**config.mk**
```make
export PLATFORM = sky130hd
export DESIGN_NAME = crc_stream_engine_flat
export DESIGN_NICKNAME = d
export VERILOG_FILES = /design/src/rtl/crc_stream_engine_if.sv /design/src/rtl/crc_stream_engine.sv /design/src/flat_wrapper.sv
export SDC_FILE = /design/constraint.sdc
export NUM_CORES = 1
export LEC_CHECK = 0
export CAP_MARGIN = 25
export CORE_ASPECT_RATIO = 0.8
export CORE_MARGIN = 3
export CORE_UTILIZATION = 50
export DETAILED_ROUTE_END_ITERATION = 7
export HOLD_SLACK_MARGIN = 0.08
export PLACE_DENSITY = 0.78
export SLEW_MARGIN = 15
export SYNTH_ARGS = -nofsm -noshare
export SYNTH_HDL_FRONTEND = slang
export SYNTH_SLANG_ARGS = --single-unit
```
**constraint.sdc**
```tcl
create_clock -name clk -period 2.89 [get_ports clk]
set_input_delay 0.289 -clock clk [delete_from_list [all_inputs] [get_ports clk]]
set_output_delay 0.289 -clock clk [all_outputs]
set_load 0.05 [all_outputs]
```
**src/rtl/crc_stream_engine_if.sv**
```systemverilog
// crc_stream_engine_if
// Bundles the beat stream, the result stream and the error flag of the CRC
// stream engine.
//   crc_initial : seed for a frame, taken on the sop beat
//   s_*         : input beat stream (valid/ready, data, sop, last)
//   m_*         : result stream (valid/ready, crc, beat count)
//   err_pulse   : one-cycle protocol-error flag
// Modport "slave" is the engine side; modport "master" is the side that
// feeds beats and consumes results.
interface crc_stream_engine_if #(
  parameter int CRC_WIDTH  = 4,
  parameter int DATA_WIDTH = 5,
  parameter int CNT_WIDTH  = 8
);
  logic [CRC_WIDTH-1:0]  crc_initial;
  logic                  s_valid;
  logic                  s_ready;
  logic [DATA_WIDTH-1:0] s_data;
  logic                  s_sop;
  logic                  s_last;
  logic                  m_valid;
  logic                  m_ready;
  logic [CRC_WIDTH-1:0]  m_crc;
  logic [CNT_WIDTH-1:0]  m_len;
  logic                  err_pulse;

  modport slave (
    input  crc_initial, s_valid, s_data, s_sop, s_last, m_ready,
    output s_ready, m_valid, m_crc, m_len, err_pulse
  );

  modport master (
    output crc_initial, s_valid, s_data, s_sop, s_last, m_ready,
    input  s_ready, m_valid, m_crc, m_len, err_pulse
  );
endinterface

```
**src/rtl/crc_stream_engine.sv**
```systemverilog
// crc_stream_engine
// Computes a non-augmented, MSB-first CRC over a framed stream of beats and
// presents the final CRC and the frame length as a held result.
// Ports:
//   clk : single clock, rising edge
//   rst : synchronous, active-high reset
//   bus : crc_stream_engine_if.slave (beat input, result output, err_pulse)
module crc_stream_engine #(
  parameter int                   CRC_WIDTH  = 4,
  parameter int                   DATA_WIDTH = 5,
  parameter logic [CRC_WIDTH-1:0] POLY       = 4'b0011,
  parameter logic [CRC_WIDTH-1:0] XOR_OUT    = '0,
  parameter int                   CNT_WIDTH  = 8
) (
  input  logic                clk,
  input  logic                rst,
  crc_stream_engine_if.slave  bus
);

  typedef enum logic [1:0] {
    IDLE = 2'd0,
    CALC = 2'd1,
    HOLD = 2'd2
  } state_t;

  state_t                state_q;
  state_t                state_d;
  logic [CRC_WIDTH-1:0]  crc_q;
  logic [CNT_WIDTH-1:0]  cnt_q;
  logic                  m_valid_q;
  logic [CRC_WIDTH-1:0]  m_crc_q;
  logic [CNT_WIDTH-1:0]  m_len_q;
  logic                  err_q;

  logic                  ready;
  logic                  beat;
  logic                  take;
  logic                  bad;
  logic [CRC_WIDTH-1:0]  crc_next;
  logic [CNT_WIDTH-1:0]  cnt_next;

  // Runs the per-bit LFSR update over a whole beat, MSB first.
  function automatic logic [CRC_WIDTH-1:0] crc_step(
    input logic [CRC_WIDTH-1:0]  seed,
    input logic [DATA_WIDTH-1:0] data
  );
    logic [CRC_WIDTH-1:0] c;
    logic                 fb;
    c = seed;
    for (int i = DATA_WIDTH - 1; i >= 0; i--) begin
      fb = c[CRC_WIDTH-1] ^ data[i];
      c  = {c[CRC_WIDTH-2:0], 1'b0} ^ (fb ? POLY : '0);
    end
    return c;
  endfunction

  // Ready is forced low while reset is held so nothing transfers then.
  assign ready    = !rst && (state_q != HOLD);
  assign beat     = bus.s_valid && ready;
  // A beat is used when it starts a frame or continues one; a stray
  // non-sop beat in IDLE is dropped.
  assign take     = beat && (bus.s_sop || (state_q == CALC));
  assign bad      = beat && (((state_q == IDLE) && !bus.s_sop) ||
                             ((state_q == CALC) && bus.s_sop));
  assign crc_next = crc_step(bus.s_sop ? bus.crc_initial : crc_q, bus.s_data);
  assign cnt_next = bus.s_sop ? CNT_WIDTH'(1) :
                    ((cnt_q == '1) ? cnt_q : cnt_q + CNT_WIDTH'(1));

  // State register.
  always_ff @(posedge clk) begin
    if (rst) state_q <= IDLE;
    else     state_q <= state_d;
  end

  // Next-state logic; a sop beat seen in CALC simply restarts the frame,
  // so CALC only needs to look at last.
  always_comb begin
    state_d = state_q;
    case (state_q)
      IDLE: if (take) state_d = bus.s_last ? HOLD : CALC;
      CALC: if (take && bus.s_last) state_d = HOLD;
      HOLD: if (m_valid_q && bus.m_ready) state_d = IDLE;
      default: state_d = IDLE;
    endcase
  end

  // Datapath: running CRC, beat counter, held result and error flag. The
  // result registers only load on a last beat, which cannot arrive in HOLD,
  // so they stay stable while m_valid is high.
  always_ff @(posedge clk) begin
    if (rst) begin
      crc_q     <= '0;
      cnt_q     <= '0;
      m_valid_q <= 1'b0;
      m_crc_q   <= '0;
      m_len_q   <= '0;
      err_q     <= 1'b0;
    end else begin
      err_q <= bad;
      if (take) begin
        crc_q <= crc_next;
        cnt_q <= cnt_next;
        if (bus.s_last) begin
          m_crc_q   <= crc_next ^ XOR_OUT;
          m_len_q   <= cnt_next;
          m_valid_q <= 1'b1;
        end
      end else if (m_valid_q && bus.m_ready) begin
        m_valid_q <= 1'b0;
      end
    end
  end

  assign bus.s_ready   = ready;
  assign bus.m_valid   = m_valid_q;
  assign bus.m_crc     = m_crc_q;
  assign bus.m_len     = m_len_q;
  assign bus.err_pulse = err_q;

endmodule

```
**src/flat_wrapper.sv**
```systemverilog
// flat-port wrapper written by rule: the top's interface ports become plain ports
module crc_stream_engine_flat 
#(
  parameter int                   CRC_WIDTH  = 4,
  parameter int                   DATA_WIDTH = 5,
  parameter logic [CRC_WIDTH-1:0] POLY       = 4'b0011,
  parameter logic [CRC_WIDTH-1:0] XOR_OUT    = '0,
  parameter int                   CNT_WIDTH  = 8
)
  (clk, rst, bus_crc_initial, bus_s_valid, bus_s_data, bus_s_sop, bus_s_last, bus_m_ready, bus_s_ready, bus_m_valid, bus_m_crc, bus_m_len, bus_err_pulse);
  crc_stream_engine_if #(.CRC_WIDTH(CRC_WIDTH), .DATA_WIDTH(DATA_WIDTH), .CNT_WIDTH(CNT_WIDTH)) bus_i ();
  input  logic clk;
  input  logic rst;
  input wire logic [$bits(bus_i.crc_initial)-1:0] bus_crc_initial;
  input wire logic [$bits(bus_i.s_valid)-1:0] bus_s_valid;
  input wire logic [$bits(bus_i.s_data)-1:0] bus_s_data;
  input wire logic [$bits(bus_i.s_sop)-1:0] bus_s_sop;
  input wire logic [$bits(bus_i.s_last)-1:0] bus_s_last;
  input wire logic [$bits(bus_i.m_ready)-1:0] bus_m_ready;
  output wire logic [$bits(bus_i.s_ready)-1:0] bus_s_ready;
  output wire logic [$bits(bus_i.m_valid)-1:0] bus_m_valid;
  output wire logic [$bits(bus_i.m_crc)-1:0] bus_m_crc;
  output wire logic [$bits(bus_i.m_len)-1:0] bus_m_len;
  output wire logic [$bits(bus_i.err_pulse)-1:0] bus_err_pulse;
  assign bus_i.crc_initial = bus_crc_initial;
  assign bus_i.s_valid = bus_s_valid;
  assign bus_i.s_data = bus_s_data;
  assign bus_i.s_sop = bus_s_sop;
  assign bus_i.s_last = bus_s_last;
  assign bus_i.m_ready = bus_m_ready;
  assign bus_s_ready = bus_i.s_ready;
  assign bus_m_valid = bus_i.m_valid;
  assign bus_m_crc = bus_i.m_crc;
  assign bus_m_len = bus_i.m_len;
  assign bus_err_pulse = bus_i.err_pulse;
  crc_stream_engine #(.CRC_WIDTH(CRC_WIDTH), .DATA_WIDTH(DATA_WIDTH), .POLY(POLY), .XOR_OUT(XOR_OUT), .CNT_WIDTH(CNT_WIDTH)) u_core (.clk(clk), .rst(rst), .bus(bus_i));
endmodule
```
==> results.rst <==
.. list-table::
   :header-rows: 1

   * - Metric
     - Value
   * - Sequential area share after synthesis
     - 0.3886
   * - Fraction of post-synthesis cell area in the top cell type by area
     - 0.3886
   * - Start point of the worst hold path
     - u_core.bus.m_len[2]
   * - Final TNS setup
     - 0 ps
   * - Slowest stage cell, crit path
     - sky130_fd_sc_hd__clkdlybuf4s50_1
   * - Chain of cells forming the critical path
     - clkdlybuf4s50_1, a21oi_1, clkdlybuf4s50_1
   * - Number of antenna violations at the first check in global routing
     - 0
   * - Post-synthesis instance area
     - about 1400 µm²
   * - TritonCTS clock tree
     - built
   * - Kind of end point of the critical path
     - primary output
   * - Horiz. Die Dim
     - approximately 66 µm
   * - MaxCap Viol Count
     - 0
   * - Insertion delay of the later-clocked pin in the worst-skew pair
     - 340 ps
   * - Final-report setup violation count
     - 0
   * - Remaining number of nets flagged by the antenna check after routing
     - 0
   * - Pwr/cell area
     - between 400 and 500 nW/µm²
   * - Crit Path Class
     - primary input to primary output
   * - Number of synthesis warnings
     - 0
   * - Clock Skews
     - around 8.4 ps
   * - Leftover overflow at the end of global routing
     - 0
   * - Worst hold path class
     - register to register
   * - Antenna Cells
     - 0
   * - Dominant cell type by count on the critical path
     - sky130_fd_sc_hd__clkdlybuf4s50_1
   * - Count of distinct cell types in the synthesized netlist
     - 39
   * - Pins Over Slew Limit
     - 0
   * - Leading post-synthesis cells by instance count
     - sky130_fd_sc_hd__dfxtp_1 (28), sky130_fd_sc_hd__a21oi_1 (17), sky130_fd_sc_hd__nand2_1 (11), sky130_fd_sc_hd__o21ai_0 (11), sky130_fd_sc_hd__nand3_1 (10)
   * - Total CTS buffers
     - 3
   * - Number of standard-cell rows in the floorplan
     - 16
   * - Share of the clock period used by the worst path after layout
     - 0.7689
   * - Slew at the pin closest to its max-slew limit
     - 680.5 ps
   * - Top cell type by total area after synthesis
     - sky130_fd_sc_hd__dfxtp_1
   * - Final critical path time including I/O delays and setup
     - 2222 ps
   * - Number of global-route vias before repair
     - about 1300
   * - Leakage
     - just over 0.0006 µW
   * - Initial standard-cell utilization of the core
     - 0.5543
   * - Synth Flop Type
     - sky130_fd_sc_hd__dfxtp_1
   * - Port bufs
     - 29
   * - Kind of start point of the critical path
     - primary input
   * - Via density
     - roughly 5.9
   * - Number of detailed-route iterations in the first pass
     - 5
   * - DRC violation total after the first TritonRoute iteration
     - roughly 100
   * - Most common cell in the netlist
     - sky130_fd_sc_hd__dfxtp_1
   * - Total wire length
     - 3635 µm
   * - Largest net degree at the start of global routing
     - 21
   * - Clock-pin slew on the worst setup and hold paths
     - approximately 140 ps
   * - Post CTS Setup Buffer Count
     - 0
   * - Count of pins on the block boundary
     - 30
   * - Nets
     - roughly 210
   * - Max-slew headroom at the worst pin
     - 0.5464
   * - Sum of net half-perimeters after detailed placement
     - approximately 2700 µm
   * - Die outline height
     - ~54 µm
   * - Worst voltage drop across the vdd grid
     - 0.3201 mV
   * - Highest attainable clock frequency
     - 450.0 MHz
   * - Clock sink count
     - 28
   * - Vias post-DR
     - 1342
   * - Syn-to-layout area delta
     - 22.98%
   * - CP peak stage delay
     - just over 800 ps
   * - Synthesized flop and latch total
     - 28
   * - Number of hold buffers added after CTS
     - 0
   * - Post-synthesis instance total
     - between 150 and 200
   * - RSZ-0062 raised after global routing
     - false
   * - CP Max Fanout
     - 11
   * - Routability congestion estimate from global placement
     - about 0.82
   * - Overall Power
     - between 700 and 800 µW
   * - Cell area reported after detailed placement
     - ~1800 µm²
   * - First-pass GRT wire length
     - 6003 µm
   * - Number of gates resized after cts
     - 0
   * - Bufs on Longest Clock Path
     - 2
   * - Hold Path Stages
     - 2
   * - Post-synthesis async set-or-reset flop share
     - 0
   * - Average instance area after synthesis
     - 8.743 µm²
   * - Deepest level of the CTS H-tree
     - 1
   * - Overall fraction of global-route tracks in use
     - 0.2260
   * - Final hold vios
     - 0
   * - Final design instance area without fill
     - 1774 µm²
   * - WP data required
     - about 2600 ps
   * - Post-route DRC violation count
     - 0
   * - WL/cell
     - roughly 16 µm
   * - Core outline area
     - 2603 µm²
   * - Worst reg2reg path depth
     - 4
   * - Fraction of layout cells with a size suffix above 1
     - 0.06842
   * - CP arrival
     - between 1500 and 2000 ps
   * - Startpoint of the worst-slack reg-to-reg timing path
     - u_core.state_q[1]
   * - DIE AREA
     - between 3000 and 4000 µm²
   * - Run status
     - finished clean
   * - Cell at the root of the clock tree
     - sky130_fd_sc_hd__clkbuf_4
   * - Leading cell types by total area after synthesis
     - sky130_fd_sc_hd__dfxtp_1 (39%), sky130_fd_sc_hd__a21oi_1 (5.9%), sky130_fd_sc_hd__nand3b_1 (4.2%)
   * - Net Count, Synth
     - ~180
   * - Crit path launch
     - rst
   * - Number of enable flip-flop cells after synthesis
     - 0
[cells in the final DEF (no fill, tap or decap), types with 2 or more instances in the layout]
| cell | instances |
|---|---|
| sky130_fd_sc_hd__buf_4 | 3 |
| sky130_fd_sc_hd__a21oi_1 | 17 |
| sky130_fd_sc_hd__clkdlybuf4s50_1 | 29 |
| sky130_fd_sc_hd__nand3b_1 | 8 |
| sky130_fd_sc_hd__nand3_1 | 10 |
| sky130_fd_sc_hd__inv_1 | 4 |
| sky130_fd_sc_hd__xnor2_1 | 3 |
| sky130_fd_sc_hd__o31ai_1 | 3 |
| sky130_fd_sc_hd__and4_1 | 2 |
| sky130_fd_sc_hd__mux2i_1 | 3 |
| sky130_fd_sc_hd__a31oi_1 | 4 |
| sky130_fd_sc_hd__and3_1 | 2 |
| sky130_fd_sc_hd__dfxtp_1 | 28 |
| sky130_fd_sc_hd__a211oi_1 | 4 |
| sky130_fd_sc_hd__o21ai_0 | 11 |
| sky130_fd_sc_hd__clkbuf_4 | 3 |
| sky130_fd_sc_hd__o21ai_1 | 2 |
| sky130_fd_sc_hd__a31o_2 | 2 |
| sky130_fd_sc_hd__nand2_1 | 11 |
| sky130_fd_sc_hd__xor2_1 | 4 |
| sky130_fd_sc_hd__nor2_1 | 9 |
| sky130_fd_sc_hd__a21o_1 | 5 |
| sky130_fd_sc_hd__or3_1 | 6 |
| sky130_fd_sc_hd__nand4_1 | 2 |
[kinds of logic (layout without fill, tap and decap cells)]
| family | after synthesis | in the layout | synth area share |
|---|---|---|---|
| AO/OA/AOI/OAI | 51 | 51 | 0.2134 |
| XOR/XNOR | 10 | 10 | 0.08586 |
| adder cells (fa/ha/maj) | 1 | 1 | 0.008672 |
| buffers and inverters | 14 | 39 | 0.04422 |
| flip-flops | 28 | 28 | 0.3886 |
| multiplexers | 5 | 5 | 0.04596 |
| AND/OR/NAND/NOR | 56 | 56 | 0.2134 |
[worst max-delay path: cells and delay by family]
family | cells | cell delay, ps
buffers and inverters | 2 | 1410
AOI/OAI and AO/OA | 1 | 230
[final timing paths]
path                                       endpoint  slack (ps)
worst max-delay path                    bus_s_ready         670
worst min-delay path            u_core.bus.m_len[2]         470
worst max register to register  u_core.bus.m_len[2]        1120
worst min register to register  u_core.bus.m_len[2]         470
[area by class of cell]
cell class                 instances  area (µm²)
multi-input combinational        123       818.3
clock buffer                       3       22.52
timing repair buffer              32       312.8
fill                             214       828.3
sequential                        28       560.5
inverter                           4       15.01
tap                               36       45.04
[through the flow]
stage	hold slack [ps]	cells	utilization	worst slack (ps)
after floorplan	456.3	165	-	1189
after global placement	443.3	223	0.6731	631.0
after detailed placement	450.7	223	0.6731	516.9
after CTS	469.3	226	0.6817	676.6
after global routing	482.7	226	0.6817	588.3
final	466.1	226	0.6817	667.9
[registers in the layout (all words and copies together), names as in the netlist]
| signal | cells |
|---|---|
| u_core.bus.m_len | 8 |
| u_core.cnt_q | 8 |
| u_core.bus.err_pulse | 1 |
| u_core.bus.m_crc | 4 |
| u_core.state_q | 2 |
| u_core.bus.m_valid | 1 |
| u_core.crc_q | 4 |
[layer usage]
metal	up-vias	GRT usage	part of all wire
met5	-	0	0
met4	0	0.1081	0.029
met3	15	0.05637	0.048
met2	48	0.3644	0.46
met1	627	0.2863	0.46
li1	652	-	-
[power by group]
group | internal, µW | switching (µW)
sequential | 402 | 13.1
combinational | 78.6 | 91.8
clock | 49.2 | 110
total | 529 | 215
Power figures use the tool's default switching activity.
